File: src/rtl/demux_1_to_n_hs_if.sv
// Handshake bundle for the 1-to-N operand demultiplexer: one valid/ready input
// port, NUM_OUT valid/ready output channels and the sticky select-error flag.
// master drives the input word and the output-side readies; slave is the demux.
//   in_data/in_sel/in_bcast/in_valid -> word, channel index, broadcast, valid
//   in_ready                         <- demux can take the word this cycle
//   out_data/out_valid               <- channel i at [i*WIDTH +: WIDTH]
//   out_ready                        -> channel i consumer takes its word
//   sel_err / err_clr                <- sticky bad-index flag / its clear
interface demux_1_to_n_hs_if #(
    parameter int WIDTH   = 16,
    parameter int NUM_OUT = 8
);
    localparam int SEL_W = (NUM_OUT > 1) ? $clog2(NUM_OUT) : 1;

    logic [WIDTH-1:0]         in_data;
    logic [SEL_W-1:0]         in_sel;
    logic                     in_bcast;
    logic                     in_valid;
    logic                     in_ready;
    logic [NUM_OUT*WIDTH-1:0] out_data;
    logic [NUM_OUT-1:0]       out_valid;
    logic [NUM_OUT-1:0]       out_ready;
    logic                     sel_err;
    logic                     err_clr;

    modport master (
        output in_data, in_sel, in_bcast, in_valid, out_ready, err_clr,
        input  in_ready, out_data, out_valid, sel_err
    );

    modport slave (
        input  in_data, in_sel, in_bcast, in_valid, out_ready, err_clr,
        output in_ready, out_data, out_valid, sel_err
    );
endinterface

File: src/rtl/demux_1_to_n_hs.sv
// Routes one operand word to a selected channel or broadcasts it to all, each channel a one-entry register.
// Latency: word accepted on edge k is visible with out_valid=1 right after edge k; 1 word/clk per channel.
// Backpressure: in_ready drops when the target channel (or any channel, for broadcast) is full and not draining.
// Ports: clk, rst (synchronous, active-high); bus = demux_1_to_n_hs_if.slave
//   (input word/sel/bcast/valid/ready, per-channel data/valid/ready, sel_err/err_clr).
module demux_1_to_n_hs #(
    parameter int WIDTH     = 16,
    parameter int NUM_OUT   = 8,
    parameter int ZERO_IDLE = 1
) (
    input  logic               clk,
    input  logic               rst,
    demux_1_to_n_hs_if.slave   bus
);
    localparam int SEL_W = (NUM_OUT > 1) ? $clog2(NUM_OUT) : 1;
    localparam int SEL_N = 1 << SEL_W;

    typedef struct packed {
        logic [WIDTH-1:0] data;
        logic [SEL_W-1:0] sel;
        logic             bcast;
    } req_t;

    req_t               req;
    logic [WIDTH-1:0]   data_q [NUM_OUT];
    logic [NUM_OUT-1:0] valid_q;
    logic               err_q;

    // can_load is padded to the full index range so in_sel never reads past it.
    logic [SEL_N-1:0]   can_load;
    logic [NUM_OUT-1:0] hit;
    logic               sel_ok;
    logic               ready;
    logic               accept;

    assign req = '{data: bus.in_data, sel: bus.in_sel, bcast: bus.in_bcast};

    always_comb begin
        can_load = '0;
        for (int i = 0; i < NUM_OUT; i++) begin
            can_load[i] = !valid_q[i] || bus.out_ready[i];
        end
    end

    assign sel_ok = int'(req.sel) < NUM_OUT;

    // No term here looks at in_valid, so a source may wait for in_ready first.
    always_comb begin
        ready = 1'b0;
        if (rst) begin
            ready = 1'b0;
        end else if (req.bcast) begin
            ready = &can_load[NUM_OUT-1:0];
        end else if (!sel_ok) begin
            ready = 1'b1;
        end else begin
            ready = can_load[req.sel];
        end
    end

    assign accept = bus.in_valid && ready;

    always_comb begin
        hit = '0;
        for (int i = 0; i < NUM_OUT; i++) begin
            hit[i] = accept && (req.bcast || (sel_ok && (req.sel == SEL_W'(i))));
        end
    end

    // A load replaces a word that drains on the same edge, so a channel with
    // its consumer ready streams one word per clock without bubbles.
    always_ff @(posedge clk) begin
        if (rst) begin
            valid_q <= '0;
            for (int i = 0; i < NUM_OUT; i++) begin
                data_q[i] <= '0;
            end
        end else begin
            for (int i = 0; i < NUM_OUT; i++) begin
                if (hit[i]) begin
                    data_q[i]  <= req.data;
                    valid_q[i] <= 1'b1;
                end else if (valid_q[i] && bus.out_ready[i]) begin
                    valid_q[i] <= 1'b0;
                    if (ZERO_IDLE != 0) begin
                        data_q[i] <= '0;
                    end
                end
            end
        end
    end

    // A new bad-index accept outranks a clear on the same edge.
    always_ff @(posedge clk) begin
        if (rst) begin
            err_q <= 1'b0;
        end else if (accept && !req.bcast && !sel_ok) begin
            err_q <= 1'b1;
        end else if (bus.err_clr) begin
            err_q <= 1'b0;
        end
    end

    always_comb begin
        bus.out_data = '0;
        for (int i = 0; i < NUM_OUT; i++) begin
            bus.out_data[i*WIDTH +: WIDTH] = data_q[i];
        end
    end

    assign bus.in_ready  = ready;
    assign bus.out_valid = valid_q;
    assign bus.sel_err   = err_q;
endmodule

File: src/flat_wrapper.sv
// flat-port wrapper written by rule: the top's interface ports become plain ports
module demux_1_to_n_hs_flat 
#(
    parameter int WIDTH     = 16,
    parameter int NUM_OUT   = 8,
    parameter int ZERO_IDLE = 1
)
  (clk, rst, bus_in_data, bus_in_sel, bus_in_bcast, bus_in_valid, bus_out_ready, bus_err_clr, bus_in_ready, bus_out_data, bus_out_valid, bus_sel_err);
  demux_1_to_n_hs_if #(.WIDTH(WIDTH), .NUM_OUT(NUM_OUT)) bus_i ();
  input  logic clk;
  input  logic rst;
  input wire logic [$bits(bus_i.in_data)-1:0] bus_in_data;
  input wire logic [$bits(bus_i.in_sel)-1:0] bus_in_sel;
  input wire logic [$bits(bus_i.in_bcast)-1:0] bus_in_bcast;
  input wire logic [$bits(bus_i.in_valid)-1:0] bus_in_valid;
  input wire logic [$bits(bus_i.out_ready)-1:0] bus_out_ready;
  input wire logic [$bits(bus_i.err_clr)-1:0] bus_err_clr;
  output wire logic [$bits(bus_i.in_ready)-1:0] bus_in_ready;
  output wire logic [$bits(bus_i.out_data)-1:0] bus_out_data;
  output wire logic [$bits(bus_i.out_valid)-1:0] bus_out_valid;
  output wire logic [$bits(bus_i.sel_err)-1:0] bus_sel_err;
  assign bus_i.in_data = bus_in_data;
  assign bus_i.in_sel = bus_in_sel;
  assign bus_i.in_bcast = bus_in_bcast;
  assign bus_i.in_valid = bus_in_valid;
  assign bus_i.out_ready = bus_out_ready;
  assign bus_i.err_clr = bus_err_clr;
  assign bus_in_ready = bus_i.in_ready;
  assign bus_out_data = bus_i.out_data;
  assign bus_out_valid = bus_i.out_valid;
  assign bus_sel_err = bus_i.sel_err;
  demux_1_to_n_hs #(.WIDTH(WIDTH), .NUM_OUT(NUM_OUT), .ZERO_IDLE(ZERO_IDLE)) u_core (.clk(clk), .rst(rst), .bus(bus_i));
endmodule
File: config.mk
export PLATFORM = sky130hd
export DESIGN_NAME = demux_1_to_n_hs_flat
export DESIGN_NICKNAME = d
export VERILOG_FILES = /design/src/rtl/demux_1_to_n_hs_if.sv /design/src/rtl/demux_1_to_n_hs.sv /design/src/flat_wrapper.sv
export SDC_FILE = /design/constraint.sdc
export NUM_CORES = 1
export LEC_CHECK = 0
export CAP_MARGIN = 5
export CORE_MARGIN = 3
export CORE_UTILIZATION = 46
export DETAILED_ROUTE_END_ITERATION = 12
export HOLD_SLACK_MARGIN = 0.05
export PLACE_DENSITY = 0.8
export RECOVER_POWER = 50
export SYNTH_ARGS = -nofsm -noshare
export SYNTH_HDL_FRONTEND = slang
export SYNTH_SLANG_ARGS = --single-unit
File: constraint.sdc
create_clock -name clk -period 4.7 [get_ports clk]
set_input_delay 0.94 -clock clk [delete_from_list [all_inputs] [get_ports clk]]
set_output_delay 0.94 -clock clk [all_outputs]
set_load 0.02 [all_outputs]
==> flow_summary.yaml <==
status:
  status: "completed"
yosys:
  syn-num-nets: 405
  avgSynthCellArea_um2: 13.87
  netlist_instances: 373
  synth.cell_area_um2: 5175
  synth_cell_types: 32
  seq_area_frac_synth_pct: 77.37
  synth_warnings: 0
  synth_seq_cells: 136
clocking:
  cts_sinks: 136
  cts-root-buf: "clkbuf_16"
  clock_latency_ps: 400
  clockBufferDepth: 2
  cts_tree: "built"
  post_cts_buffers: 0
  cts_buffers: 17
  cts_resized: 0
  htree_levels: 4
  clkTransAtPathRegs_ps: 50
  cts-hold-fix-buffers: 0
placed_design:
  gp_congestion: 0.8590
  port-buffer-count: 167
  dp_hpwl_mm: 9.152
  place_ws_ps: 368.2
floorplanning:
  coreArea_um2: 10940
  die_w_um: 112.1
  io-pin-count: 170
  initial_core_util_pct: 47.32
  row_count: 38
  die_area_um2: 12560
  die_y_um: 112.1
routing:
  initialDrtViolationCount: 218
  vias: 3650
  drc: 0
  drt-total-wl_mm: 12.89
  first_pass_iters: 4
  vias_per_cell: 5.134
  wl_per_cell_um: 18.14
  final_antenna_net_count: 0
worst_setup_path:
  crit_fanout: 10
  critPathArrivalTime_ps: 3470
  critPathLaunchType: "input port"
  crit_path_end_kind: "output pin"
  critical_path_class: "in2out"
  cp_data_required_time_ps: 3760
timing:
  fin_worst_skew_ps: 7.194
  slew_viol_final: 0
  max_freq_ghz: 0.2267
  rsz0062_at_grt: "false"
  final-setup-viol-count: 0
  fin_crit_ps: 4410
  setup_tns_ps: 0
  tightest_slew_ps: 882.9
  slew_headroom_pct: 41.14
  fin_ws_ps: 289.6
  fin_crit_sh_pct: 93.84
  hold_violations: 0
power_and_ir_drop:
  p_sw_share_pct: 25.04
  powerDensity_nw_per_um2: 413.7
  p_seq_share_pct: 47.2
  p_sw_w: 0.0007804
  pwr-share-comb_pct: 15.2
  clkPwrFrac_pct: 37.5
  intPower_w: 0.002336
  p_leak_nw: 3.068
  ir_drop_mv: 0.2443
final_layout:
  final_cell_mix: "138 x dlygate4sd3_1, 128 x edfxtp_1, 114 x nor2_1"
  nNetsFinal: 591
  drive_above_1_share_pct: 7.706
  syn2layout_area_growth_pct: 45.55
  antenna_cells: 0
  final_common_cell: "dlygate4sd3_1"
global_routing:
  grt_pass1_vias: 3670
  overflow: 0
  grt_pass1_wl_mm: 20.07
  antenna_found_initial: 0
  grt_max_degree: 19
  grt_use_total_pct: 21.21
flow_run:
  maxCapViolCount: 0
min_path:
  hp-class: "reg2reg"
critical path, cell delays in order:
cell	delay, ps
dlygate4sd3_1	740
or2_2	220
o22ai_1	70
nor3_1	660
nor3_1	150
inv_1	90
clkdlybuf4s50_1	600
through the flow:
step / utilization [%] / instance area [um^2] / power (W) / cells / hold WS (ps)
3_5_place_dp: 64.47 / 7051 / 0.002017 / 680 / 549.1
6_report: 68.88 / 7532 / 0.003116 / 711 / 558.8
3_3_place_gp: 64.47 / 7051 / 0.002008 / 680 / 545.5
4_1_cts: 69.23 / 7571 / 0.003181 / 711 / 560.6
2_1_floorplan: - / 5175 / 0.001742 / 373 / 590.8
5_1_grt: 68.88 / 7532 / 0.003233 / 711 / 607.3
cell usage after synthesis:
cell / instances / share of area [%]
o211ai_2: 2 / 0.48
conb_1: 1 / 0.072
clkbuf_1: 5 / 0.36
nand3b_1: 1 / 0.15
dfxtp_1: 8 / 3.1
o31ai_1: 2 / 0.29
o21ai_2: 2 / 0.34
edfxtp_1: 128 / 74
or2_2: 1 / 0.12
o21bai_1: 1 / 0.15
nor4_4: 2 / 0.82
buf_2: 7 / 0.68
buf_6: 2 / 0.44
nand2_1: 10 / 0.73
nand4b_1: 1 / 0.17
nor2_1: 114 / 8.3
inv_1: 20 / 1.5
or3b_2: 1 / 0.17
buf_4: 1 / 0.15
o21a_1: 2 / 0.29
o22ai_1: 3 / 0.36
nand4_1: 2 / 0.24
o21ai_0: 12 / 1.2
nand3_1: 1 / 0.097
nand2b_1: 9 / 1.1
o311ai_4: 2 / 1.0
a21oi_1: 26 / 2.5
and4b_1: 1 / 0.19
a31oi_1: 1 / 0.12
nor3_1: 2 / 0.19
a31o_2: 2 / 0.34
nor3_2: 1 / 0.19
power by group through the flow:
stage	Clock [W]	Combinational [W]	Sequential, W
after CTS	0.00119	0.000517	0.00148
after detailed placement	0	0.000516	0.00150
after global routing	0.00125	0.000502	0.00148
after global placement	0	0.000509	0.00150
after floorplan	0	0.000117	0.00163
final	0.00117	0.000474	0.00147
cell families (layout without fill, tap and decap cells):
kind of cell           after synthesis  count (layout)  synth area share [%]
flip-flops                         136             136                 77.37
AND/OR/NAND/NOR                    146             146                 12.43
other                                1               1               0.07246
AO/OA/AOI/OAI                       55              55                 7.060
buffers and inverters               35             233                 3.071
layer usage:
metal	GRT usage (%)	part of all wire, %	up-vias
met5	0	0	-
met4	8.974	2.0	0
met3	5.768	8.6	19
met2	33.85	49	195
met1	27.68	41	1745
li1	-	-	1691
worst paths after layout:
check        cells past startpoint  slack [ps]                     from                      end
max                              7         290            bus_in_sel[1]             bus_in_ready
min                              2         560  u_core.bus.out_valid[3]  u_core.bus.out_valid[3]
max reg2reg                      6        1490  u_core.bus.out_valid[1]     u_core.data_q[0][42]
min reg2reg                      2         560  u_core.bus.out_valid[3]  u_core.bus.out_valid[3]
registers in the layout, summed over array words and instances (netlist names):
| signal | flops |
|---|---|
| u_core.bus.out_valid | 8 |
| u_core.data_q | 128 |
layout make-up:
class / count / area (um^2)
Clock buffer: 20 / 436.7
Clock inverter: 11 / 83.83
Fill cell: 786 / 3403
Inverter: 20 / 75.07
Multi-Input combinational cell: 202 / 999.7
Sequential cell: 136 / 4004
Tap cell: 140 / 175.2
Timing Repair Buffer: 182 / 1758
Note: power is estimated with default switching activity, not from simulation.
